### src/rtl/uart_pkg.sv
// Shared encodings and state types for the UART responder.
// Imported by the top and by the RX deserialiser.
package uart_pkg;

  localparam int DEF_CLKS_PER_BIT = 868;

  localparam logic RORS_SEND = 1'b1;
  localparam logic RORS_RECV = 1'b0;

  typedef enum logic [2:0] {
    C_IDLE,
    C_TX_BIT,
    C_TX_DONE,
    C_RX_WAIT,
    C_RX_DONE
  } ctl_state_t;

  typedef enum logic [2:0] {
    D_IDLE,
    D_START,
    D_DATA,
    D_STOP,
    D_WAIT_HI
  } deser_state_t;

endpackage

### src/rtl/uart_rx_deser.sv
// Free-running 8N1 receiver: 2-FF synchroniser, bit-centre sampling,
// start-glitch rejection and stop-bit framing check.
module uart_rx_deser
  import uart_pkg::*;
#(
  parameter int CLKS_PER_BIT = DEF_CLKS_PER_BIT
) (
  input  logic       clk,
  input  logic       rst,
  input  logic       rxd,
  output logic       byte_valid,
  output logic [7:0] rx_byte,
  output logic       frame_err
);

  localparam int CW = $clog2(CLKS_PER_BIT);
  localparam logic [CW-1:0] BIT_END  = CW'(CLKS_PER_BIT - 1);
  localparam logic [CW-1:0] HALF_END = CW'(CLKS_PER_BIT / 2 - 1);

  deser_state_t  r_state;
  logic          r_s1;
  logic          r_s2;
  logic [CW-1:0] r_cnt;
  logic [2:0]    r_bit;
  logic [7:0]    r_shift;
  logic          r_valid;
  logic          r_ferr;

  always_ff @(posedge clk or posedge rst) begin
    if (rst) begin
      r_state <= D_IDLE;
      r_s1    <= 1'b1;
      r_s2    <= 1'b1;
      r_cnt   <= '0;
      r_bit   <= '0;
      r_shift <= '0;
      r_valid <= 1'b0;
      r_ferr  <= 1'b0;
    end else begin
      r_s1    <= rxd;
      r_s2    <= r_s1;
      r_valid <= 1'b0;
      r_ferr  <= 1'b0;
      unique case (r_state)
        D_IDLE: begin
          if (!r_s2) begin
            r_cnt   <= '0;
            r_state <= D_START;
          end
        end
        // Re-check half a bit later so a short glitch is not a start bit
        D_START: begin
          if (r_cnt == HALF_END) begin
            r_cnt   <= '0;
            r_bit   <= '0;
            r_state <= r_s2 ? D_IDLE : D_DATA;
          end else begin
            r_cnt <= r_cnt + 1'b1;
          end
        end
        D_DATA: begin
          if (r_cnt == BIT_END) begin
            r_cnt   <= '0;
            r_shift <= {r_s2, r_shift[7:1]};
            if (r_bit == 3'd7) r_state <= D_STOP;
            else r_bit <= r_bit + 1'b1;
          end else begin
            r_cnt <= r_cnt + 1'b1;
          end
        end
        D_STOP: begin
          if (r_cnt == BIT_END) begin
            r_cnt <= '0;
            if (r_s2) begin
              r_valid <= 1'b1;
              r_state <= D_IDLE;
            end else begin
              r_ferr  <= 1'b1;
              r_state <= D_WAIT_HI;
            end
          end else begin
            r_cnt <= r_cnt + 1'b1;
          end
        end
        D_WAIT_HI: begin
          if (r_s2) r_state <= D_IDLE;
        end
        default: r_state <= D_IDLE;
      endcase
    end
  end

  assign byte_valid = r_valid;
  assign rx_byte    = r_shift;
  assign frame_err  = r_ferr;

endmodule

### src/rtl/uart_io_unit.sv
// UART responder for the SENDB/RECVB handshake: 8N1 transmitter,
// buffered receiver and the request/complete control FSM.
module uart_io_unit
  import uart_pkg::*;
#(
  parameter int CLKS_PER_BIT  = DEF_CLKS_PER_BIT,
  parameter int RX_FIFO_DEPTH = 4
) (
  input  logic       clk,
  input  logic       rst,
  input  logic       uart_go,
  input  logic       rors,
  input  logic [7:0] tx_data,
  output logic       uart_done,
  output logic [7:0] rx_data,
  output logic       txd,
  input  logic       rxd,
  output logic       rx_overrun,
  output logic       rx_frame_err
);

  localparam int CW = $clog2(CLKS_PER_BIT);
  localparam int AW = $clog2(RX_FIFO_DEPTH);
  localparam logic [CW-1:0] BIT_END = CW'(CLKS_PER_BIT - 1);

  ctl_state_t    r_state;
  logic [9:0]    r_frame;
  logic [CW-1:0] r_cnt;
  logic [3:0]    r_bit;
  logic          r_done;
  logic [7:0]    r_rx_data;

  logic [7:0]    r_mem [RX_FIFO_DEPTH];
  logic [AW:0]   r_wr_ptr;
  logic [AW:0]   r_rd_ptr;
  logic          r_ovr;
  logic          r_ferr;

  logic          w_valid;
  logic [7:0]    w_byte;
  logic          w_ferr;
  logic          w_empty;
  logic          w_full;
  logic          w_pop;
  logic          w_push;

  uart_rx_deser #(
    .CLKS_PER_BIT(CLKS_PER_BIT)
  ) u_deser (
    .clk       (clk),
    .rst       (rst),
    .rxd       (rxd),
    .byte_valid(w_valid),
    .rx_byte   (w_byte),
    .frame_err (w_ferr)
  );

  // Extra pointer MSB separates full from empty
  assign w_empty = (r_wr_ptr == r_rd_ptr);
  assign w_full  = (r_wr_ptr[AW] != r_rd_ptr[AW]) &&
                   (r_wr_ptr[AW-1:0] == r_rd_ptr[AW-1:0]);
  assign w_pop   = (r_state == C_RX_WAIT) && !w_empty;
  assign w_push  = w_valid && (!w_full || w_pop);

  always_ff @(posedge clk or posedge rst) begin
    if (rst) begin
      r_wr_ptr <= '0;
      r_rd_ptr <= '0;
      r_ovr    <= 1'b0;
      r_ferr   <= 1'b0;
    end else begin
      if (w_push) r_wr_ptr <= r_wr_ptr + 1'b1;
      if (w_pop) r_rd_ptr <= r_rd_ptr + 1'b1;
      if (w_valid && w_full && !w_pop) r_ovr <= 1'b1;
      if (w_ferr) r_ferr <= 1'b1;
    end
  end

  always_ff @(posedge clk) begin
    if (w_push) r_mem[r_wr_ptr[AW-1:0]] <= w_byte;
  end

  always_ff @(posedge clk or posedge rst) begin
    if (rst) begin
      r_state   <= C_IDLE;
      r_frame   <= '1;
      r_cnt     <= '0;
      r_bit     <= '0;
      r_done    <= 1'b0;
      r_rx_data <= '0;
    end else begin
      r_done <= 1'b0;
      unique case (r_state)
        C_IDLE: begin
          if (uart_go) begin
            if (rors == RORS_SEND) begin
              r_frame <= {1'b1, tx_data, 1'b0};
              r_cnt   <= '0;
              r_bit   <= '0;
              r_state <= C_TX_BIT;
            end else begin
              r_state <= C_RX_WAIT;
            end
          end
        end
        // Ones shift in behind the frame, so txd rests high afterwards
        C_TX_BIT: begin
          if (r_cnt == BIT_END) begin
            r_cnt   <= '0;
            r_frame <= {1'b1, r_frame[9:1]};
            if (r_bit == 4'd9) begin
              r_done  <= 1'b1;
              r_state <= C_TX_DONE;
            end else begin
              r_bit <= r_bit + 1'b1;
            end
          end else begin
            r_cnt <= r_cnt + 1'b1;
          end
        end
        C_TX_DONE: r_state <= C_IDLE;
        C_RX_WAIT: begin
          if (!w_empty) begin
            r_rx_data <= r_mem[r_rd_ptr[AW-1:0]];
            r_done    <= 1'b1;
            r_state   <= C_RX_DONE;
          end
        end
        C_RX_DONE: r_state <= C_IDLE;
        default:   r_state <= C_IDLE;
      endcase
    end
  end

  assign txd          = r_frame[0];
  assign uart_done    = r_done;
  assign rx_data      = r_rx_data;
  assign rx_overrun   = r_ovr;
  assign rx_frame_err = r_ferr;

endmodule

### config.mk
export PLATFORM = sky130hd
export DESIGN_NAME = uart_io_unit
export DESIGN_NICKNAME = d
export VERILOG_FILES = /design/src/rtl/uart_pkg.sv /design/src/rtl/uart_rx_deser.sv /design/src/rtl/uart_io_unit.sv
export SDC_FILE = /design/constraint.sdc
export NUM_CORES = 1
export LEC_CHECK = 0
export CAP_MARGIN = 20
export CORE_MARGIN = 2
export CORE_UTILIZATION = 60
export DETAILED_ROUTE_END_ITERATION = 6
export PLACE_DENSITY = 0.83
export SLEW_MARGIN = 0
export SYNTH_ARGS = -nofsm -noshare
export SYNTH_HDL_FRONTEND = slang
export SYNTH_HIERARCHICAL = 1
export SYNTH_SLANG_ARGS = --single-unit
export TNS_END_PERCENT = 30
### constraint.sdc
create_clock -name clk -period 2.7 [get_ports clk]
set_input_delay 0.405 -clock clk [delete_from_list [all_inputs] [get_ports clk]]
set_output_delay 0.405 -clock clk [all_outputs]
set_load 0.005 [all_outputs]
==> results.sh, run 1 <==
export IMPL_outcome="complete, no violations"
export IMPL_synth_simple_gate_area_frac=0.134
export IMPL_grt_pass1_vias=3000
export IMPL_numCtsBuffers=9
export IMPL_final_antenna_net_count=0
export IMPL_grt_max_degree=44
export IMPL_instances_no_fill=499
export IMPL_cts_sinks=103
export IMPL_ys_flop_type="dfrtp_1"
export IMPL_relSlewSlack=0.536
export IMPL_synth_seq_cells=103
export IMPL_root_buffer="clkbuf_8"
export IMPL_syn_nets=388
export IMPL_postSynthAreaPerCell_um2=13.3
export IMPL_ir_drop_uv=358
export IMPL_hold_buffers=0
export IMPL_ios=25
export IMPL_worstHoldPathType="reg -> reg"
export IMPL_intPower_mw=2.00
export IMPL_synth_adder_area_share=0.0310
export IMPL_max_cap_viol_count=0
export IMPL_syn_to_final_growth_pct=10.3
export IMPL_ys_async_sr_fraction=0.689
export IMPL_ys_types=62
export IMPL_syn_area_um2=4840
export IMPL_dr_total_vias=2907
export IMPL_cp_cell_sequence="xnor2_1 > a41oi_1 > and2_1"
export IMPL_hold_depth=0
export IMPL_hold_ws_ns=0.370
export IMPL_groute_usage_overall=0.214
export IMPL_dieWidth_um=93.8
export IMPL_synth_edff_count=32
export IMPL_htreeDepth=3
export IMPL_via_per_inst=5.83
export IMPL_synth_top_area_share=0.310
export IMPL_clock_tree_buffer_depth=2
export IMPL_diodes=0
export IMPL_worstSkewPairLatency_ns=0.37
export IMPL_drt_initial_drc_count=119
export IMPL_first_pass_iters=4
export IMPL_clk_pin_slew_ns=0.10
export IMPL_power_density_nw_per_um2=484
export IMPL_overflow=0
export IMPL_tightest_slew_ns=0.691
export IMPL_syn_inst=363
export IMPL_critical_path_class="reg -> reg"
export IMPL_ys_seq_area_frac=0.569
export IMPL_p_sw_mw=0.586
export IMPL_skew_ns=0.00814
export IMPL_worst_slack_ns=0.473
export IMPL_dp_hpwl_um=5900
export IMPL_max_stage_delay_ns=0.63
export IMPL_synth_top_cells_by_area="dfrtp_1 31%, edfxtp_1 20%, dfstp_2 6.0%"
export IMPL_required_ns=2.72
export IMPL_power_total_mw=2.58
export IMPL_cts_resized=0
export IMPL_synth_top_family_by_area="simple AND/OR/NAND/NOR gates"
export IMPL_dp_slack_ns=0.350
export IMPL_start_util=0.623
export IMPL_final_area_um2=5340
export IMPL_endpoint_kind="flip-flop"
export IMPL_pwr_share_seq=0.626
export IMPL_yosysWarningCount=6
export IMPL_dp_cells=483
export IMPL_fill_cells=525
export IMPL_drive_gt1_frac=0.214
export IMPL_maxSlewViolCount=0
export IMPL_fin_nets=417
export IMPL_leakagePower_nw=2.09
export IMPL_swShare=0.227
export IMPL_muxShareOfSynthArea=0.123
export IMPL_floorplan_rows=32
export IMPL_utilization=0.687
export IMPL_totalWireLength_um=8450
export IMPL_portBuffers=24
export IMPL_routabilityCongestion=0.872
export IMPL_fmax_mhz=449
export IMPL_synth_xor_area_frac=0.0290
export IMPL_antenna_found_initial=0
export IMPL_worst_setup_path_start_kind="flip-flop"
export IMPL_core_area_um2=7770
export IMPL_wl_per_cell_um=16.9
export IMPL_setup_viol=0
export IMPL_p_clk_frac=0.350
export IMPL_finalCriticalPeriod_ns=2.23
export IMPL_final_hold_viol_count=0
export IMPL_cts_setup_buffers=0
export IMPL_grt_pass1_wl_um=14400
export IMPL_cts_tree="built"
export IMPL_die_h_um=93.8
export IMPL_fin_crit_sh=0.825
export IMPL_yosysTopAreaCell="dfrtp_1"
export IMPL_fin_tns_setup_ns=0
export IMPL_drc_errors=0
export IMPL_power_frac_comb=0.024
export IMPL_crit_arrival_ns=2.25
export IMPL_dieArea_um2=8800
export IMPL_place_area_um2=5150
export IMPL_rsz0062_at_grt="false"
export IMPL_synth_compound_area_frac=0.0794
export IMPL_rr_worst_depth=3
export IMPL_path_max_fanout=11
export IMPL_slowest_stage="dfrtp_1"
[flip-flops by register name (all words and copies together), names as in the netlist, 4 cells and up]
register / flops
r_bit: 4
r_cnt: 10
r_frame: 9
r_mem: 32
rx_data: 8
u_deser/r_cnt: 10
u_deser/rx_byte: 8
[area by class of cell]
class                      instances  area [um^2]  area share
timing repair buffer              29          278      0.0520
tap                              102          128      0.0239
clock inverter                     7         60.1      0.0113
multi-input combinational        228         1920       0.359
inverter                          21         78.8      0.0148
clock buffer                       9          124      0.0232
sequential                       103         2750       0.515
[power groups by stage]
stage	sequential, mW	combinational (mW)	clock [mW]
2_1_floorplan	1.65	0.0345	0
3_3_place_gp	1.65	0.0621	0
5_1_grt	1.62	0.0705	0.993
3_5_place_dp	1.65	0.0638	0
6_report	1.62	0.0620	0.902
4_1_cts	1.62	0.0644	0.931
[layer usage]
layer / GRT usage / up-vias / share of wire
li1: - / 1401 / -
met1: 0.276 / 1433 / 0.43
met2: 0.361 / 65 / 0.52
met3: 0.0546 / 8 / 0.039
met4: 0.0592 / 0 / 0.011
met5: 0 / - / 0
[cells in the mapped netlist, drive strengths merged (4+ instances only)]
cell / number
mux4: 8
dfstp: 11
and2: 7
or3: 7
a21oi: 7
a31oi: 5
edfxtp: 32
nor2: 17
inv: 21
dfrtp: 60
nand4: 5
nand2: 20
ha: 12
nand3: 9
o21ai: 9
nand2b: 6
nor4: 9
or3b: 4
nor3: 4
buf: 9
o211ai: 11
mux2: 32
xnor2: 13
[cell families (layout without fill, tap and decap cells)]
kind of cell	count (synthesis)	in the layout
compound gates	54	54
flops	103	103
xor+xnor	16	16
fa+ha+maj	12	12
buf+inv	32	66
mux	41	41
simple gates	105	105
[layout by cell type, fill, tap and decap left out, types with 4 or more instances in the layout]
cell / n
dfrtp_1: 60
edfxtp_1: 32
clkdlybuf4s50_1: 24
inv_1: 21
nand2_1: 20
mux2_2: 19
nor2_1: 17
xnor2_1: 13
mux2_4: 12
ha_1: 12
o211ai_1: 11
dfstp_2: 11
nand3_1: 9
clkbuf_8: 9
mux4_2: 8
o21ai_0: 8
and2_1: 7
a21oi_1: 7
or3_1: 6
nand2b_1: 6
nor4_1: 6
nand4_1: 5
buf_4: 5
a31oi_1: 4
[critical path: cells and delay by family, from the launching register on]
family	cells	cell delay, ns
AOI/OAI and AO/OA	1	0.55
xor gates and xnor gates	1	0.19
and+or+nand+nor	1	0.51
DFF	1	0.63
[worst paths after layout]
path                                    from               end  slack, ns
worst max-delay path             r_rd_ptr[1]       r_mem[3][7]       0.47
worst min-delay path            u_deser/r_s1      u_deser/r_s2       0.37
worst max register to register   r_rd_ptr[1]       r_mem[3][7]       0.47
worst min register to register  u_deser/r_s1      u_deser/r_s2       0.37
max in group asynchronous                rst        r_frame[1]       1.81
min in group asynchronous                rst  u_deser/r_cnt[5]       0.43
Power figures use the tool's default switching activity.
==> run 2: changes to the inputs <==
==> constraint.sdc (replaced) <==
create_clock -name clk -period 2.29 [get_ports clk]
set_input_delay 0.3435 -clock clk [delete_from_list [all_inputs] [get_ports clk]]
set_output_delay 0.3435 -clock clk [all_outputs]
set_load 0.005 [all_outputs]
==> results.sh, run 2 (synthesis results as in run 1) <==
export IMPL_antenna_found_initial=0
export IMPL_fin_nets=426
export IMPL_tightest_slew_ns=0.852
export IMPL_grt_max_degree=44
export IMPL_groute_usage_overall=0.213
export IMPL_worstSetupPathDepth=7
export IMPL_endpoint_kind="flip-flop"
export IMPL_clock_tree_buffer_depth=2
export IMPL_clk_pin_slew_ns=0.09
export IMPL_dieArea_um2=8800
export IMPL_slowest_stage="or4b_4"
export IMPL_grt_pass1_wl_um=14600
export IMPL_dp_slack_ns=0.157
export IMPL_finalCriticalPeriod_ns=2.10
export IMPL_core_area_um2=7770
export IMPL_worst_slack_ns=0.185
export IMPL_syn_to_final_growth_pct=12.5
export IMPL_r2r_end="u_deser/r_bit[0]"
export IMPL_crit_arrival_ns=2.33
export IMPL_htreeDepth=3
export IMPL_wl_per_cell_um=17.0
export IMPL_setup_viol=0
export IMPL_totalWireLength_um=8650
export IMPL_path_buf_inv=2
export IMPL_fmax_mhz=475
export IMPL_max_stage_delay_ns=0.46
export IMPL_floorplan_rows=32
export IMPL_drc_errors=0
export IMPL_utilization=0.701
export IMPL_dp_hpwl_um=5980
export IMPL_routabilityCongestion=0.883
export IMPL_cp_cell_sequence="inv_1 > ha_1 > nor4bb_1 > buf_4 > or4b_4 > a221oi_2 > mux2i_1"
export IMPL_path_max_fanout=5
export IMPL_portBuffers=24
export IMPL_worstSkewPairLatency_ns=0.35
export IMPL_start_util=0.623
export IMPL_leakagePower_nw=2.16
export IMPL_dr_total_vias=2960
export IMPL_rsz0062_at_grt="false"
export IMPL_final_common_cell="dfrtp_1"
export IMPL_max_cap_viol_count=0
export IMPL_numCtsBuffers=9
export IMPL_final_cell_mix="60 x dfrtp_1, 32 x edfxtp_1, 24 x clkdlybuf4s50_1"
export IMPL_cts_setup_buffers=0
export IMPL_cts_sinks=103
export IMPL_ir_drop_uv=410
export IMPL_regArea_um2=2750
export IMPL_worst_setup_path_start_kind="flip-flop"
export IMPL_rr_worst_depth=7
export IMPL_r2r_slack_ns=0.19
export IMPL_startpoint="u_deser/r_cnt[1]"
export IMPL_overflow=0
export IMPL_final_hold_viol_count=0
export IMPL_drt_initial_drc_count=128
export IMPL_power_total_mw=3.20
export IMPL_drive_gt1_frac=0.232
export IMPL_hold_buffers=0
export IMPL_diodes=0
export IMPL_fin_crit_sh=0.919
export IMPL_root_buffer="clkbuf_8"
export IMPL_dieWidth_um=93.8
export IMPL_required_ns=2.51
export IMPL_critical_path_class="reg -> reg"
export IMPL_largest_register_ffs=32
export IMPL_outcome="complete, no violations"
export IMPL_fin_tns_setup_ns=0
export IMPL_cts_resized=0
export IMPL_r2r_start="u_deser/r_cnt[1]"
export IMPL_first_pass_iters=4
export IMPL_fill_cells=533
export IMPL_cp_top_family="simple AND/OR/NAND/NOR gates"
export IMPL_multiInputGateArea_um2=1920
export IMPL_skew_ns=0.00455
export IMPL_cp_endpoint="u_deser/r_bit[0]"
export IMPL_ios=25
export IMPL_relSlewSlack=0.432
export IMPL_worstHoldPathType="reg -> reg"
export IMPL_power_density_nw_per_um2=587
export IMPL_die_h_um=93.8
export IMPL_final_antenna_net_count=0
export IMPL_grt_pass1_vias=3024
export IMPL_via_per_inst=5.83
export IMPL_maxSlewViolCount=0
export IMPL_cts_tree="built"
==> run 2: changes by cell type in the layout (fill, tap and decap cells not counted) <==
cell | previous run | this run
buf_4 | 5 | 14
clkinv_4 | 0 | 3
inv_6 | 3 | 0
bufinv_16 | 0 | 2
inv_8 | 2 | 0
==> run 2: area by class of cell <==
class,count,area share
flip-flops and latches,103,0.506
clock inverters,7,0.0179
multi-input cells,228,0.352
clock buffers,9,0.0228
repair buffers,38,0.0634
well taps,102,0.0234
inverters,21,0.0145
==> run 2: stage by stage <==
stage / cell area [um^2] / hold WS [ns] / cells
2_1_floorplan: 4840 / 0.345 / 363
3_3_place_gp: 5220 / 0.348 / 492
4_1_cts: 5440 / 0.374 / 508
3_5_place_dp: 5220 / 0.349 / 492
6_report: 5440 / 0.365 / 508
5_1_grt: 5440 / 0.371 / 508
==> run 2: worst min path at each step <==
stage	cells after the start	slack (ns)	start	endpoint
after floorplan	0	0.35	u_deser/r_s1	u_deser/r_s2
after global placement	0	0.35	u_deser/r_s1	u_deser/r_s2
after detailed placement	0	0.35	u_deser/r_s1	u_deser/r_s2
after CTS	0	0.37	u_deser/r_s1	u_deser/r_s2
after global routing	1	0.37	rxd	u_deser/r_s1
final	0	0.36	u_deser/r_s1	u_deser/r_s2
==> run 2: worst register-to-register path: stages, from the launching register on <==
cell      delay (ns)
dfrtp_1         0.43
inv_1           0.07
ha_1            0.13
nor4bb_1        0.25
buf_4           0.16
or4b_4          0.46
a221oi_2        0.34
mux2i_1         0.13
==> run 2: per-layer routing <==
layer	routed length [um]	GRT usage	up-vias
met2	4490	0.362	44
met4	81	0.0471	0
met1	3800	0.280	1494
li1	-	-	1415
met3	278	0.0490	7
met5	0	0	-
==> run 2: where the power goes <==
group	leakage, nW	switching [mW]	internal (mW)
clock	0.107	0.600	0.617
sequential	1.12	0.00897	1.90
combinational	0.928	0.0358	0.0367
total	2.16	0.645	2.55
